`src/rtl/axi_light_pkg.sv`:
```
// rtl/axi_light_pkg.sv - shared AXI-Lite response codes, channel states and byte-merge helper
package axi_light_pkg;

  typedef logic [1:0] resp_t;

  localparam resp_t RESP_OKAY   = 2'b00;
  localparam resp_t RESP_EXOKAY = 2'b01;
  localparam resp_t RESP_SLVERR = 2'b10;
  localparam resp_t RESP_DECERR = 2'b11;

  typedef enum logic {W_IDLE, W_RESP} wr_state_t;
  typedef enum logic {R_IDLE, R_RESP} rd_state_t;

  // Widest supported data bus; narrower callers zero-pad into these widths.
  localparam int MERGE_DW = 64;
  localparam int MERGE_SW = MERGE_DW / 8;

  // Replace each byte of old_word whose strobe bit is set with the matching byte of new_word.
  function automatic logic [MERGE_DW-1:0] strb_merge(
    input logic [MERGE_DW-1:0] old_word,
    input logic [MERGE_DW-1:0] new_word,
    input logic [MERGE_SW-1:0] strb
  );
    logic [MERGE_DW-1:0] res;
    res = old_word;
    for (int b = 0; b < MERGE_SW; b++) begin
      if (strb[b]) res[b*8 +: 8] = new_word[b*8 +: 8];
    end
    return res;
  endfunction

endpackage

```
`src/rtl/axi_light_reg_slave_if.sv`:
```
// rtl/axi_light_reg_slave_if.sv - AXI-Lite channel bundle with master and slave views
interface if_axi_light
  import axi_light_pkg::*;
#(
  parameter int DW = 32,
  parameter int AW = 32
);
  localparam int SW = DW / 8;

  logic [AW-1:0] awaddr;
  logic [2:0]    awprot;
  logic          awvalid;
  logic          awready;

  logic [DW-1:0] wdata;
  logic [SW-1:0] wstrb;
  logic          wvalid;
  logic          wready;

  resp_t         bresp;
  logic          bvalid;
  logic          bready;

  logic [AW-1:0] araddr;
  logic [2:0]    arprot;
  logic          arvalid;
  logic          arready;

  logic [DW-1:0] rdata;
  resp_t         rresp;
  logic          rvalid;
  logic          rready;

  modport master (
    output awaddr, awprot, awvalid, input awready,
    output wdata, wstrb, wvalid, input wready,
    input bresp, bvalid, output bready,
    output araddr, arprot, arvalid, input arready,
    input rdata, rresp, rvalid, output rready
  );

  modport slave (
    input awaddr, awprot, awvalid, output awready,
    input wdata, wstrb, wvalid, output wready,
    output bresp, bvalid, input bready,
    input araddr, arprot, arvalid, output arready,
    output rdata, rresp, rvalid, input rready
  );

endinterface

```
`src/rtl/axi_light_reg_slave_addr_decode.sv`:
```
// rtl/axi_light_reg_slave_addr_decode.sv - byte address to register window hit and index
module axi_light_addr_decode
  import axi_light_pkg::*;
#(
  parameter int AXI_ADDR_WIDTH  = 32,
  parameter int AXI_WSTRB_WIDTH = 4,
  parameter int NUM_REGS        = 8,
  parameter logic [AXI_ADDR_WIDTH-1:0] BASE_ADDR = '0,
  localparam int IDX_W = $clog2(NUM_REGS)
) (
  input  logic [AXI_ADDR_WIDTH-1:0] addr,
  output logic                      in_range,
  output logic [IDX_W-1:0]          idx
);
  localparam int ADDR_LSB = $clog2(AXI_WSTRB_WIDTH);
  localparam logic [AXI_ADDR_WIDTH-1:0] WINDOW = AXI_ADDR_WIDTH'(NUM_REGS * AXI_WSTRB_WIDTH);

  logic [AXI_ADDR_WIDTH-1:0] offset;

  // Addresses below the base wrap to a huge offset, so one unsigned compare covers both ends;
  // the base is window-aligned, so offset bits give the same index as the raw address bits.
  always_comb begin
    offset   = addr - BASE_ADDR;
    in_range = (offset < WINDOW);
    idx      = offset[ADDR_LSB +: IDX_W];
  end

endmodule

```
`src/rtl/axi_light_reg_slave.sv`:
```
// rtl/axi_light_reg_slave.sv - AXI-Lite register bank responder with write-notify pulse
module axi_light_reg_slave
  import axi_light_pkg::*;
#(
  parameter int AXI_DATA_WIDTH  = 32,
  parameter int AXI_ADDR_WIDTH  = 32,
  parameter int AXI_WSTRB_WIDTH = AXI_DATA_WIDTH / 8,
  parameter int NUM_REGS        = 8,
  parameter logic [AXI_ADDR_WIDTH-1:0] BASE_ADDR = '0,
  parameter logic [AXI_DATA_WIDTH-1:0] RESET_VAL = '0,
  localparam int IDX_W = $clog2(NUM_REGS)
) (
  input  logic                               clk,
  input  logic                               reset,
  if_axi_light.slave                         s_axi,
  output logic [NUM_REGS*AXI_DATA_WIDTH-1:0] regs_o,
  output logic                               wr_pulse_o,
  output logic [IDX_W-1:0]                   wr_idx_o
);
  localparam int DW = AXI_DATA_WIDTH;
  localparam int AW = AXI_ADDR_WIDTH;
  localparam int SW = AXI_WSTRB_WIDTH;

  logic [DW-1:0] regs [NUM_REGS];

  wr_state_t     wr_state_q, wr_state_d;
  logic          awready_q, awready_d, wready_q, wready_d;
  logic          bvalid_q, bvalid_d;
  resp_t         bresp_q, bresp_d;
  logic          aw_held_q, aw_held_d, w_held_q, w_held_d;
  logic [AW-1:0] awaddr_q, awaddr_d;
  logic [DW-1:0] wdata_q, wdata_d;
  logic [SW-1:0] wstrb_q, wstrb_d;
  logic          wr_pulse_d;
  logic [IDX_W-1:0] wr_idx_d;

  logic          aw_hs, w_hs, commit;
  logic [AW-1:0] wa_sel;
  logic [DW-1:0] wd_sel;
  logic [SW-1:0] ws_sel;
  logic          w_in_range;
  logic [IDX_W-1:0] w_idx;
  logic [MERGE_DW-1:0] old_pad, new_pad, merged_pad;
  logic [MERGE_SW-1:0] strb_pad;
  logic [DW-1:0] merged;

  rd_state_t     rd_state_q, rd_state_d;
  logic          arready_q, arready_d, rvalid_q, rvalid_d;
  resp_t         rresp_q, rresp_d;
  logic [DW-1:0] rdata_q, rdata_d;
  logic          ar_hs, r_in_range;
  logic [IDX_W-1:0] r_idx;

  logic unused_prot, unused_merge;
  assign unused_prot  = ^{s_axi.awprot, s_axi.arprot};
  assign unused_merge = ^merged_pad;

  axi_light_addr_decode #(
    .AXI_ADDR_WIDTH(AW), .AXI_WSTRB_WIDTH(SW), .NUM_REGS(NUM_REGS), .BASE_ADDR(BASE_ADDR)
  ) u_aw_decode (.addr(wa_sel), .in_range(w_in_range), .idx(w_idx));

  axi_light_addr_decode #(
    .AXI_ADDR_WIDTH(AW), .AXI_WSTRB_WIDTH(SW), .NUM_REGS(NUM_REGS), .BASE_ADDR(BASE_ADDR)
  ) u_ar_decode (.addr(s_axi.araddr), .in_range(r_in_range), .idx(r_idx));

  // Pick held or live AW/W beats so a write commits in the cycle its second half arrives.
  always_comb begin
    aw_hs    = s_axi.awvalid & awready_q;
    w_hs     = s_axi.wvalid & wready_q;
    commit   = (wr_state_q == W_IDLE) & (aw_held_q | aw_hs) & (w_held_q | w_hs);
    wa_sel   = aw_held_q ? awaddr_q : s_axi.awaddr;
    wd_sel   = w_held_q ? wdata_q : s_axi.wdata;
    ws_sel   = w_held_q ? wstrb_q : s_axi.wstrb;
    old_pad  = '0;
    new_pad  = '0;
    strb_pad = '0;
    old_pad[DW-1:0]  = regs[w_idx];
    new_pad[DW-1:0]  = wd_sel;
    strb_pad[SW-1:0] = ws_sel;
    merged_pad = strb_merge(old_pad, new_pad, strb_pad);
    merged     = merged_pad[DW-1:0];
  end

  // Write channel next state: capture AW/W independently, commit, then hold B until accepted.
  always_comb begin
    wr_state_d = wr_state_q;
    awready_d  = awready_q;
    wready_d   = wready_q;
    bvalid_d   = bvalid_q;
    bresp_d    = bresp_q;
    aw_held_d  = aw_held_q;
    w_held_d   = w_held_q;
    awaddr_d   = awaddr_q;
    wdata_d    = wdata_q;
    wstrb_d    = wstrb_q;
    wr_pulse_d = 1'b0;
    wr_idx_d   = wr_idx_o;
    case (wr_state_q)
      W_IDLE: begin
        if (commit) begin
          wr_state_d = W_RESP;
          awready_d  = 1'b0;
          wready_d   = 1'b0;
          aw_held_d  = 1'b0;
          w_held_d   = 1'b0;
          bvalid_d   = 1'b1;
          bresp_d    = w_in_range ? RESP_OKAY : RESP_SLVERR;
          if (w_in_range) begin
            wr_pulse_d = 1'b1;
            wr_idx_d   = w_idx;
          end
        end else begin
          if (aw_hs) begin
            aw_held_d = 1'b1;
            awaddr_d  = s_axi.awaddr;
            awready_d = 1'b0;
          end else if (!aw_held_q) begin
            awready_d = 1'b1;
          end
          if (w_hs) begin
            w_held_d = 1'b1;
            wdata_d  = s_axi.wdata;
            wstrb_d  = s_axi.wstrb;
            wready_d = 1'b0;
          end else if (!w_held_q) begin
            wready_d = 1'b1;
          end
        end
      end
      W_RESP: begin
        if (s_axi.bready) begin
          wr_state_d = W_IDLE;
          bvalid_d   = 1'b0;
          awready_d  = 1'b1;
          wready_d   = 1'b1;
        end
      end
      default: wr_state_d = W_IDLE;
    endcase
  end

  // Write channel state register.
  always_ff @(posedge clk) begin
    if (reset) begin
      wr_state_q <= W_IDLE;
      awready_q  <= 1'b0;
      wready_q   <= 1'b0;
      bvalid_q   <= 1'b0;
      bresp_q    <= RESP_OKAY;
      aw_held_q  <= 1'b0;
      w_held_q   <= 1'b0;
      awaddr_q   <= '0;
      wdata_q    <= '0;
      wstrb_q    <= '0;
      wr_pulse_o <= 1'b0;
      wr_idx_o   <= '0;
    end else begin
      wr_state_q <= wr_state_d;
      awready_q  <= awready_d;
      wready_q   <= wready_d;
      bvalid_q   <= bvalid_d;
      bresp_q    <= bresp_d;
      aw_held_q  <= aw_held_d;
      w_held_q   <= w_held_d;
      awaddr_q   <= awaddr_d;
      wdata_q    <= wdata_d;
      wstrb_q    <= wstrb_d;
      wr_pulse_o <= wr_pulse_d;
      wr_idx_o   <= wr_idx_d;
    end
  end

  // Register bank: byte-merged update on an in-range commit.
  always_ff @(posedge clk) begin
    if (reset) begin
      for (int i = 0; i < NUM_REGS; i++) regs[i] <= RESET_VAL;
    end else if (commit && w_in_range) begin
      regs[w_idx] <= merged;
    end
  end

  // Read channel next state: sample the bank on AR (pre-write value on a same-cycle commit).
  always_comb begin
    rd_state_d = rd_state_q;
    arready_d  = arready_q;
    rvalid_d   = rvalid_q;
    rresp_d    = rresp_q;
    rdata_d    = rdata_q;
    ar_hs      = s_axi.arvalid & arready_q;
    case (rd_state_q)
      R_IDLE: begin
        if (ar_hs) begin
          rd_state_d = R_RESP;
          arready_d  = 1'b0;
          rvalid_d   = 1'b1;
          rdata_d    = r_in_range ? regs[r_idx] : '0;
          rresp_d    = r_in_range ? RESP_OKAY : RESP_SLVERR;
        end else begin
          arready_d = 1'b1;
        end
      end
      R_RESP: begin
        if (s_axi.rready) begin
          rd_state_d = R_IDLE;
          rvalid_d   = 1'b0;
          arready_d  = 1'b1;
        end
      end
      default: rd_state_d = R_IDLE;
    endcase
  end

  // Read channel state register.
  always_ff @(posedge clk) begin
    if (reset) begin
      rd_state_q <= R_IDLE;
      arready_q  <= 1'b0;
      rvalid_q   <= 1'b0;
      rresp_q    <= RESP_OKAY;
      rdata_q    <= '0;
    end else begin
      rd_state_q <= rd_state_d;
      arready_q  <= arready_d;
      rvalid_q   <= rvalid_d;
      rresp_q    <= rresp_d;
      rdata_q    <= rdata_d;
    end
  end

  assign s_axi.awready = awready_q;
  assign s_axi.wready  = wready_q;
  assign s_axi.bvalid  = bvalid_q;
  assign s_axi.bresp   = bresp_q;
  assign s_axi.arready = arready_q;
  assign s_axi.rvalid  = rvalid_q;
  assign s_axi.rresp   = rresp_q;
  assign s_axi.rdata   = rdata_q;

  for (genvar i = 0; i < NUM_REGS; i++) begin : g_flat
    assign regs_o[i*DW +: DW] = regs[i];
  end

endmodule

```
`src/flat_wrapper.sv`:
```
// flat-port wrapper written by rule: the top's interface ports become plain ports
module axi_light_reg_slave_flat import axi_light_pkg::*;
#(
  parameter int AXI_DATA_WIDTH  = 32,
  parameter int AXI_ADDR_WIDTH  = 32,
  parameter int AXI_WSTRB_WIDTH = AXI_DATA_WIDTH / 8,
  parameter int NUM_REGS        = 8,
  parameter logic [AXI_ADDR_WIDTH-1:0] BASE_ADDR = '0,
  parameter logic [AXI_DATA_WIDTH-1:0] RESET_VAL = '0,
  localparam int IDX_W = $clog2(NUM_REGS)
)
  (clk, reset, regs_o, wr_pulse_o, wr_idx_o, s_axi_awaddr, s_axi_awprot, s_axi_awvalid, s_axi_awready, s_axi_wdata, s_axi_wstrb, s_axi_wvalid, s_axi_wready, s_axi_bresp, s_axi_bvalid, s_axi_bready, s_axi_araddr, s_axi_arprot, s_axi_arvalid, s_axi_arready, s_axi_rdata, s_axi_rresp, s_axi_rvalid, s_axi_rready);
  if_axi_light #(.DW(32), .AW(32)) s_axi_i ();
  input  logic clk;
  input  logic reset;
  output logic [NUM_REGS*AXI_DATA_WIDTH-1:0] regs_o;
  output logic wr_pulse_o;
  output logic [IDX_W-1:0] wr_idx_o;
  input wire logic [$bits(s_axi_i.awaddr)-1:0] s_axi_awaddr;
  input wire logic [$bits(s_axi_i.awprot)-1:0] s_axi_awprot;
  input wire logic [$bits(s_axi_i.awvalid)-1:0] s_axi_awvalid;
  output wire logic [$bits(s_axi_i.awready)-1:0] s_axi_awready;
  input wire logic [$bits(s_axi_i.wdata)-1:0] s_axi_wdata;
  input wire logic [$bits(s_axi_i.wstrb)-1:0] s_axi_wstrb;
  input wire logic [$bits(s_axi_i.wvalid)-1:0] s_axi_wvalid;
  output wire logic [$bits(s_axi_i.wready)-1:0] s_axi_wready;
  output wire logic [$bits(s_axi_i.bresp)-1:0] s_axi_bresp;
  output wire logic [$bits(s_axi_i.bvalid)-1:0] s_axi_bvalid;
  input wire logic [$bits(s_axi_i.bready)-1:0] s_axi_bready;
  input wire logic [$bits(s_axi_i.araddr)-1:0] s_axi_araddr;
  input wire logic [$bits(s_axi_i.arprot)-1:0] s_axi_arprot;
  input wire logic [$bits(s_axi_i.arvalid)-1:0] s_axi_arvalid;
  output wire logic [$bits(s_axi_i.arready)-1:0] s_axi_arready;
  output wire logic [$bits(s_axi_i.rdata)-1:0] s_axi_rdata;
  output wire logic [$bits(s_axi_i.rresp)-1:0] s_axi_rresp;
  output wire logic [$bits(s_axi_i.rvalid)-1:0] s_axi_rvalid;
  input wire logic [$bits(s_axi_i.rready)-1:0] s_axi_rready;
  assign s_axi_i.awaddr = s_axi_awaddr;
  assign s_axi_i.awprot = s_axi_awprot;
  assign s_axi_i.awvalid = s_axi_awvalid;
  assign s_axi_awready = s_axi_i.awready;
  assign s_axi_i.wdata = s_axi_wdata;
  assign s_axi_i.wstrb = s_axi_wstrb;
  assign s_axi_i.wvalid = s_axi_wvalid;
  assign s_axi_wready = s_axi_i.wready;
  assign s_axi_bresp = s_axi_i.bresp;
  assign s_axi_bvalid = s_axi_i.bvalid;
  assign s_axi_i.bready = s_axi_bready;
  assign s_axi_i.araddr = s_axi_araddr;
  assign s_axi_i.arprot = s_axi_arprot;
  assign s_axi_i.arvalid = s_axi_arvalid;
  assign s_axi_arready = s_axi_i.arready;
  assign s_axi_rdata = s_axi_i.rdata;
  assign s_axi_rresp = s_axi_i.rresp;
  assign s_axi_rvalid = s_axi_i.rvalid;
  assign s_axi_i.rready = s_axi_rready;
  axi_light_reg_slave #(.AXI_DATA_WIDTH(AXI_DATA_WIDTH), .AXI_ADDR_WIDTH(AXI_ADDR_WIDTH), .AXI_WSTRB_WIDTH(AXI_WSTRB_WIDTH), .NUM_REGS(NUM_REGS), .BASE_ADDR(BASE_ADDR), .RESET_VAL(RESET_VAL)) u_core (.clk(clk), .reset(reset), .s_axi(s_axi_i), .regs_o(regs_o), .wr_pulse_o(wr_pulse_o), .wr_idx_o(wr_idx_o));
endmodule
```
`config.mk`:
```
export PLATFORM = sky130hd
export DESIGN_NAME = axi_light_reg_slave_flat
export DESIGN_NICKNAME = d
export VERILOG_FILES = /design/src/rtl/axi_light_pkg.sv /design/src/rtl/axi_light_reg_slave_if.sv /design/src/rtl/axi_light_reg_slave_addr_decode.sv /design/src/rtl/axi_light_reg_slave.sv /design/src/flat_wrapper.sv
export SDC_FILE = /design/constraint.sdc
export NUM_CORES = 1
export LEC_CHECK = 0
export BUFFER_PORTS_ARGS = -buffer_cell sky130_fd_sc_hd__buf_2
export CORE_MARGIN = 1.5
export CORE_UTILIZATION = 45
export CTS_CLUSTER_SIZE = 10
export DETAILED_ROUTE_END_ITERATION = 12
export PLACE_DENSITY = 0.72
export SYNTH_ARGS = -nofsm -noshare
export SYNTH_HDL_FRONTEND = slang
export SYNTH_SLANG_ARGS = --single-unit
```
`constraint.sdc`:
```
create_clock -name clk -period 2 [get_ports clk]
set_input_delay 0.4 -clock clk [delete_from_list [all_inputs] [get_ports clk]]
set_output_delay 0.4 -clock clk [all_outputs]
set_load 0.02 [all_outputs]
```
Word-level counts from Yosys, hierarchy flattened
Memories as Yosys holds them, arrays and structs flattened.
Index checks and enable logic that the tools add are counted.
{"block": "word_totals", "ff_bits": 117, "mem_bits_rw": 256, "output_inout_bits": 301, "wordCells": 107, "mem_count": 1}
{"memory": "u_core.regs", "depth": 8, "word_bits": 32, "rd": 9, "rd_clocked_by_memory_dff": 0, "write_ports": 8, "line": "axi_light_reg_slave.sv:24", "source": "logic [DW-1:0] regs [NUM_REGS];"}
{"block": "classes", "magnitude_cmp": 2, "n_eq_ne": 10, "muxes": 47, "bitwise_logic": 10, "reduce_logical": 20}
{"operator": "2-to-1 mux 32 bit", "count": 4}
{"operator": "< comparator 32 x 6 -> 1 bit, second input constant", "count": 2}
{"operator": "2-to-1 mux 8 bit", "count": 4}
{"operator": "OR reduction 32 bit", "count": 1}
{"operator": "2-to-1 mux 1 bit", "count": 27}
{"operator": "AND reduction 2 bit", "count": 12}
{"operator": "case mux 1 bit (2 select lines)", "count": 7}
{"operator": "AND reduction 3 bit", "count": 3}
{"operator": "2-to-1 mux 4 bit", "count": 2}
{"operator": "inequality test 4 bit, second input constant", "count": 2}
{"operator": "AND 1 bit", "count": 5}
{"operator": "2-to-1 mux 2 bit", "count": 2}
{"operator": "inequality test 1 bit, second input constant", "count": 4}
{"operator": "inequality test 2 x 1 -> 1 bit, second input constant", "count": 2}
{"operator": "inequality test 2 bit, second input constant", "count": 2}
{"operator": "nonzero test 2 bit", "count": 2}
{"operator": "2-to-1 mux 3 bit", "count": 1}
{"operator": "NOT 1 bit", "count": 3}
{"operator": "OR reduction 3 bit", "count": 1}
{"operator": "bitwise OR 1 bit", "count": 2}
{"operator": "logical AND 1 bit", "count": 1}

Depth between registers and ports, before layout
Gate-level depths: netlist (run 1).
{"block": "depth", "ltp_word": 11, "ltp_mapped": 8}

Cells and area by module
Synthesis (run 1) repeated with hierarchy kept, for this count alone.
{"block": "unflattened", "hier_cells": 1365, "area_unflattened_um2": 16130.5}
{"module": "axi_light_reg_slave", "n_inst": 1, "cells_per_inst": 1339, "area_per_inst_um2": 15957.8, "seq_area_each_um2": 9989.6}
{"module": "axi_light_addr_decode", "n_inst": 2, "cells_per_inst": 13, "area_per_inst_um2": 86.3, "seq_area_each_um2": 0.0}

Worst setup path before layout (run 1)
No wires, ideal clock.
{"block": "synth_timing", "path_kind": "register to register", "start": "register u_core.wready_q, in the netlist u_core.s_axi.wready", "end": "memory u_core.regs[0][0], enable pin", "setup_ps": 313, "arrival_time_ps": 1941, "required_ps": 1687, "slack_ps": -254, "path_stages_with_launch": 8, "period_less_slack_ps": 2254, "cell_sequence": "dfxtp_1 a21oi_1 or3_1 a221oi_2 and2_1 buf_4 buf_4 a31o_2"}
{"item": "start, declared", "line": "axi_light_reg_slave.sv:27", "source": "logic awready_q, awready_d, wready_q, wready_d;"}
{"item": "start signal, assigned", "line": "axi_light_reg_slave.sv:160", "source": "wready_q <= wready_d;"}
{"item": "end, declared", "line": "axi_light_reg_slave.sv:24"}

==> metrics, run 1 <==
Final Core Density 0.6303; Setup Skew 23.91 ps; DRC viols 0; Synth async-reset ratio 0; clk root buf clkbuf_16; top-count cell post-synth nor2_1; Routed WL around 53000 µm; TritonCTS clock tree built; H-tree depth 2; share of layout cells above drive strength 1 0.4564; die width 191.0 µm; post-synth top area cell edfxtp_1; EDFF count, synth around 260; CP max-delay cell a221oi_2; vias approximately 13000; Power Total approximately 18 mW; Reg power frac 0.477; Power Density approximately 830 nW/µm²; cells after synthesis 1293; HP Class input pin to flip-flop; Total GRT Usage 0.2735; violations in the final reports negative setup slack; clk_lat worst skew approximately 540 ps; CTS Hold Buffers Added 0; maximum root-to-sink buffer count 3; Logic pwr share 0.123; WP buf/inv 2; Mapped Area 15910 µm²; fin crit share 1.117; Placer Congestion roughly 0.86; Area Growth Syn to Fin 37.51%; CP required 2240 ps; Hold Slack around 75 ps; RSZ-0062 raised after global routing yes; unique cell type count in the Yosys netlist 43; Clock power frac 0.400; Max Cap Violations 0; row count 68; Synth area leaders edfxtp_1, dfxtp_1, mux4_2; Mean Syn Cell Area about 12 µm²; CP startpoint kind flip-flop; fin cells 2269; Critical Path Max Stage Delay 400 ps; DR iter-0 viols 1203; Worst Path Arrival between 2000 and 2500 ps; CP delay by family, top compound AO/OA/AOI/OAI gates; run status finished, violations left; Final ANT Viol Nets 0; detailed-placement wirelength estimate ~37000 µm; vias in the first global route between 10000 and 15000; Placed Cells around 2200; first-pass GRT wire length 74130 µm; sequential cell area fraction in the yosys report 0.6253; fmax about 0.45 GHz; core area 34710 µm²; critical-path cell list buf_6, nor4_4, nand4_1, a221oi_2, and2_4, buf_12, a31o_4; min Tclk post-route between 2000 and 2500 ps; total gr overflow 0; worst-margin pin slew 651.8 ps; port bufs 401; fin. max-slew vios 0; clk sinks approximately 370; peak supply drop 826.0 µV; Final setup violation count ~510; worst rel slew slack 0.5654; Net Sw Frac 0.2522; Worst setup EP type flip-flop; Fin. Hold Viols 0; post-route worst setup slack -234.9 ps; Num CTS Buffers 44; Post-synth top cells nor2_1, edfxtp_1, nand2_1; largest net degree at the start of global routing 45; # nets final around 1900; Switching Power between 4 and 5 mW; Design Area, Final approximately 22000 µm²; clock-pin slew on the worst setup and hold paths approximately 60 ps; total negative setup slack -79350 ps; initial antenna violation count 4; Place WS -410.5 ps; P_int ~14 mW; Leakage roughly 8.6 nW; Pre-antenna DRT Iters 5; Yosys Warn Count 0; Post-synth top flop edfxtp_1; Die ar. between 30000 and 40000 µm²; crit path kind flip-flop to flip-flop; FF+latch count, synth approximately 370; num ports 414; Avg WL per Cell 23.32 µm; Synth top area share 0.4831; Initial Util 0.4584; placed cell area 19490 µm²; Die H roughly 190 µm; DR vias/cell approximately 5.6; largest fanout on the critical path 25
-- registers in the layout, indices dropped and copies added, names as in the netlist --
| register | count |
|---|---|
| u_core.aw_held_q | 1 |
| u_core.awaddr_q | 30 |
| u_core.rd_state_q | 1 |
| u_core.regs | 256 |
| u_core.s_axi.arready | 1 |
| u_core.s_axi.awready | 1 |
| u_core.s_axi.bresp | 1 |
| u_core.s_axi.bvalid | 1 |
| u_core.s_axi.rdata | 32 |
| u_core.s_axi.rresp | 1 |
| u_core.s_axi.rvalid | 1 |
| u_core.s_axi.wready | 1 |
| u_core.w_held_q | 1 |
| u_core.wdata_q | 32 |
| u_core.wr_idx_o | 3 |
| u_core.wr_pulse_o | 1 |
| u_core.wr_state_q | 1 |
| u_core.wstrb_q | 4 |
-- cell families after synthesis --
kind of cell	after synthesis	synth area share
other	1	0.0002357
AOI/OAI and AO/OA	154	0.06660
muxes	134	0.1380
and+or+nand+nor	538	0.1415
DFF	369	0.6253
buffers and inverters	97	0.02838
-- worst paths after layout --
| kind | from | to | slack [ps] | depth (start not counted) |
|---|---|---|---|---|
| min | s_axi_rready | u_core.s_axi.rvalid$_SDFFE_PP0P_ | 80 | 2 |
| min reg2reg | u_core.wdata_q[21]$_SDFFE_PP0P_ | u_core.wdata_q[21]$_SDFFE_PP0P_ | 450 | 2 |
| max | u_core.aw_held_q$_SDFFE_PP0P_ | u_core.regs[6][9]$_SDFFCE_PN0P_ | -230 | 7 |
| max reg2reg | u_core.aw_held_q$_SDFFE_PP0P_ | u_core.regs[6][9]$_SDFFCE_PN0P_ | -230 | 7 |
-- cells in the final DEF, fill, tap and decap left out, types with 12 or more instances in the layout --
master | synthesis | layout
nor2_2 | 0 | 18
mux4_2 | 64 | 64
nor4_1 | 17 | 14
dfxtp_1 | 113 | 107
mux2_2 | 33 | 33
clkbuf_16 | 0 | 49
buf_4 | 6 | 78
buf_2 | 28 | 399
a2bb2oi_1 | 32 | 32
nand2_1 | 171 | 171
mux2i_1 | 36 | 36
clkbuf_1 | 46 | 30
a21oi_1 | 74 | 72
nor2_1 | 316 | 223
a31o_4 | 0 | 32
nor2_4 | 0 | 75
buf_12 | 0 | 30
buf_6 | 4 | 12
edfxtp_1 | 256 | 256
-- metal layers --
metal  vias up  GRT usage  share of wire
li1       5670          -              -
met1      6235     0.3465           0.38
met2       722     0.4618           0.49
met3       100    0.06169          0.096
met4         4    0.09449          0.036
met5         -          0        0.00040
-- power groups by stage --
stage,Sequential [mW],Clock (mW),Combinational (mW)
detailed placement,8.79,0,2.14
global placement,8.78,0,2.11
global route,8.66,7.64,2.37
floorplan,8.96,0,1.03
finish,8.64,7.25,2.23
CTS,8.64,7.33,2.18
-- final cells by class --
cell class	count	area, µm²
Tap cell	455	569.3
Fill cell	2620	12830
Multi-Input combinational cell	828	6470
Inverter	5	18.77
Clock buffer	76	1241
Timing Repair Buffer	529	3556
Antenna cell	2	5.005
Clock inverter	5	58.81
Sequential cell	369	9962
-- timing repair --
| item | CTS | global route |
|---|---|---|
| endpoints found under the setup margin | 513 | 515 |
| setup buffers | 11 | 1 |
| resized for setup | 83 | 121 |
| pin swaps | 28 | 31 |
| gates cloned | 3 | 6 |
No activity file was read; power rests on OpenSTA's default activity.
==> run 2, diff against run 1 <==
==> constraint.sdc (replaced) <==
create_clock -name clk -period 2 [get_ports clk]
set_input_delay 0.2 -clock clk [delete_from_list [all_inputs] [get_ports clk]]
set_output_delay 0.2 -clock clk [all_outputs]
set_load 0.02 [all_outputs]
==> run 2 against run 1 <==
Against the previous run:
- the flow still finishes with violations (negative setup slack)
- largest power group unchanged
- highest routed layer is now met4
- first-iteration DRC count down 15%
- combinational power up 3%
- wire length down 0.27%
==> metrics, run 2 (same netlist as run 1, synthesis figures left out) <==
crit path kind flip-flop to flip-flop; CP startpoint kind flip-flop; DR vias/cell 5.608 (about the same); Switching Power 4.602 mW (+0.73%); critical-path cell list nor4_4, nand4_1, a221oi_4, buf_4, buf_12, nand4_1, buf_6, clkbuf_16, nor2_1; clk root buf clkbuf_16; Fin. Hold Viols 0 (unchanged); fin crit share 1.098 (-0.01974); DRC viols 0 (unchanged); fmax 0.4555 GHz (+1.8%); area occupied by multi-input gates 6195 µm² (-4.3%); Largest Register u_core.regs; share of layout cells above drive strength 1 0.4193 (-0.03708); vias in the first global route 12558 (+3.0%); initial antenna violation count 2 (-2); fin. max-slew vios 0 (unchanged); vias 12959 (+1.8%); CP required 2400 ps (+160 ps); Final setup violation count 509 (-0.78%); Design Area, Final 21900 µm² (+0.10%); maximum root-to-sink buffer count 3 (unchanged); Logic pwr share 0.127 (+0.004); number of flip-flops under the largest register name 256 (unchanged); Area Growth Syn to Fin 37.65%; HP Class input pin to flip-flop; clk_lat worst skew 550 ps (about the same); first-pass GRT wire length 76050 µm (+2.6%); Power Density 827.5 nW/µm² (about the same); Leakage 8.626 nW (+0.73%); Initial Util 0.4584 (unchanged); Num CTS Buffers 43 (-2.3%); total gr overflow 0 (unchanged); die width 191.0 µm (unchanged); min Tclk post-route 2195 ps (-39.48 ps); TritonCTS clock tree built; clock-pin slew on the worst setup and hold paths 60 ps (about the same); R2R setup slack -200 ps (+40 ps); # nets final 1932 (+2.2%); post-route worst setup slack -195.4 ps (+39.48 ps); port bufs 401 (unchanged); num ports 414 (unchanged); Worst Path Arrival 2590 ps (+120 ps); Pre-antenna DRT Iters 5 (unchanged); Fillers 2620 (unchanged); H-tree depth 2 (unchanged); worst-margin pin slew 520.0 ps (-131.9 ps); Clock power frac 0.396 (-0.004); sequential cell area 9961 µm² (about the same); run status finished, violations left; Final ANT Viol Nets 0 (unchanged); CP dominant cell by count nand4_1; row count 68 (unchanged); largest net degree at the start of global routing 65 (+44%); Die ar. 36500 µm² (unchanged); clk sinks 369 (unchanged); most common cell after layout, fill and taps aside buf_2; Die H 191.0 µm (unchanged); Final Core Density 0.6310 (+0.0006490); Total GRT Usage 0.2792 (+0.005697); RSZ-0062 raised after global routing yes; Routed WL 52770 µm (-0.27%); Setup Skew 20.27 ps (-3.638 ps); placed cell area 19320 µm² (-0.84%); Reg power frac 0.477 (about the same); Placer Congestion 0.8703 (+1.3%); fin cells 2311 (+1.9%); core area 34710 µm² (unchanged); largest fanout on the critical path 12 (-52%); P_int 13.52 mW (-0.18%); violations in the final reports negative setup slack; commonest non-fill, non-tap cells in the layout buf_2, edfxtp_1, nor2_1; Critical Path Max Stage Delay 380 ps (-20 ps); peak supply drop 654.5 µV (-21%); Max Cap Violations 0 (unchanged); Hold Slack 27.78 ps (-47.58 ps); Avg WL per Cell 22.83 µm (-2.1%); DR iter-0 viols 1024 (-15%); CP max-delay cell dfxtp_4; Worst setup EP type flip-flop; Placed Cells 2153 (-0.60%); detailed-placement wirelength estimate 37580 µm (+1.0%); worst rel slew slack 0.6507 (+0.08526); Net Sw Frac 0.2539 (+0.001709)
run 2: cell types whose count changed in the layout (fill, tap and decap cells not counted), sizes merged:
cell,before,now
clkbuf,81,77
dlygate4sd3,0,68
clkinv,2,1
diode,2,3
buf,524,502
run 2: repair_timing:
action,4_1_cts,5_1_grt
hold buffers,68,0
buffers inserted,0,6
setup endpoints to repair,512,513
gates cloned,0,2
pin swaps,6,24
endpoints found under the hold margin,70,0
resized for setup,14,118
run 2: worst paths after layout:
check,cells after the start,endpoint,startpoint
worst max-delay path,9,u_core.regs[7][18]$_SDFFCE_PN0P_,u_core.aw_held_q$_SDFFE_PP0P_
worst min-delay path,4,u_core.awaddr_q[26]$_SDFFE_PP0P_,s_axi_awaddr[26]
worst max register to register,9,u_core.regs[7][18]$_SDFFCE_PN0P_,u_core.aw_held_q$_SDFFE_PP0P_
worst min register to register,2,u_core.wdata_q[16]$_SDFFE_PP0P_,u_core.wdata_q[16]$_SDFFE_PP0P_
run 2: area by class of cell:
cell class	instances	share of cell area
inverter	5	0.0008568
clock buffer	75	0.05552
tap	455	0.02599
clock inverter	4	0.002456
antenna	3	0.0003427
timing repair buffer	572	0.1773
sequential	369	0.4548
multi-input combinational	828	0.2828
run 2: power by group through the flow:
stage,combinational [mW],clock [mW],sequential (mW)
2_1_floorplan,1.04,0,8.96
3_3_place_gp,2.07,0,8.78
3_5_place_dp,2.11,0,8.79
4_1_cts,2.24,7.24,8.64
5_1_grt,2.44,7.58,8.66
6_report,2.29,7.18,8.65
run 2: worst max-delay path: cells and delay by family, from the launching register on:
family	cells	cell delay [ps]
buf+inv	4	650
simple gates	4	640
flops	1	380
compound gates	1	370
run 2: metrics by stage:
step / total power [mW] / setup WS (ps) / TNS (ps)
4_1_cts: 18.12 / -146.2 / -32270
3_5_place_dp: 10.90 / -282.1 / -75680
5_1_grt: 18.68 / -265.8 / -108940
6_report: 18.12 / -195.4 / -69540
3_3_place_gp: 10.85 / -247.2 / -59020
2_1_floorplan: 9.999 / -25.78 / -3021
run 2: routing by layer:
metal | vias to the layer above | GRT usage | part of all wire | wire (µm)
li1 | 5734 | - | - | -
met3 | 121 | 0.05581 | 0.089 | 4674
met2 | 727 | 0.4634 | 0.49 | 25660
met5 | - | 0 | 0 | 0
met4 | 0 | 0.1142 | 0.041 | 2154
met1 | 6377 | 0.3582 | 0.38 | 20280
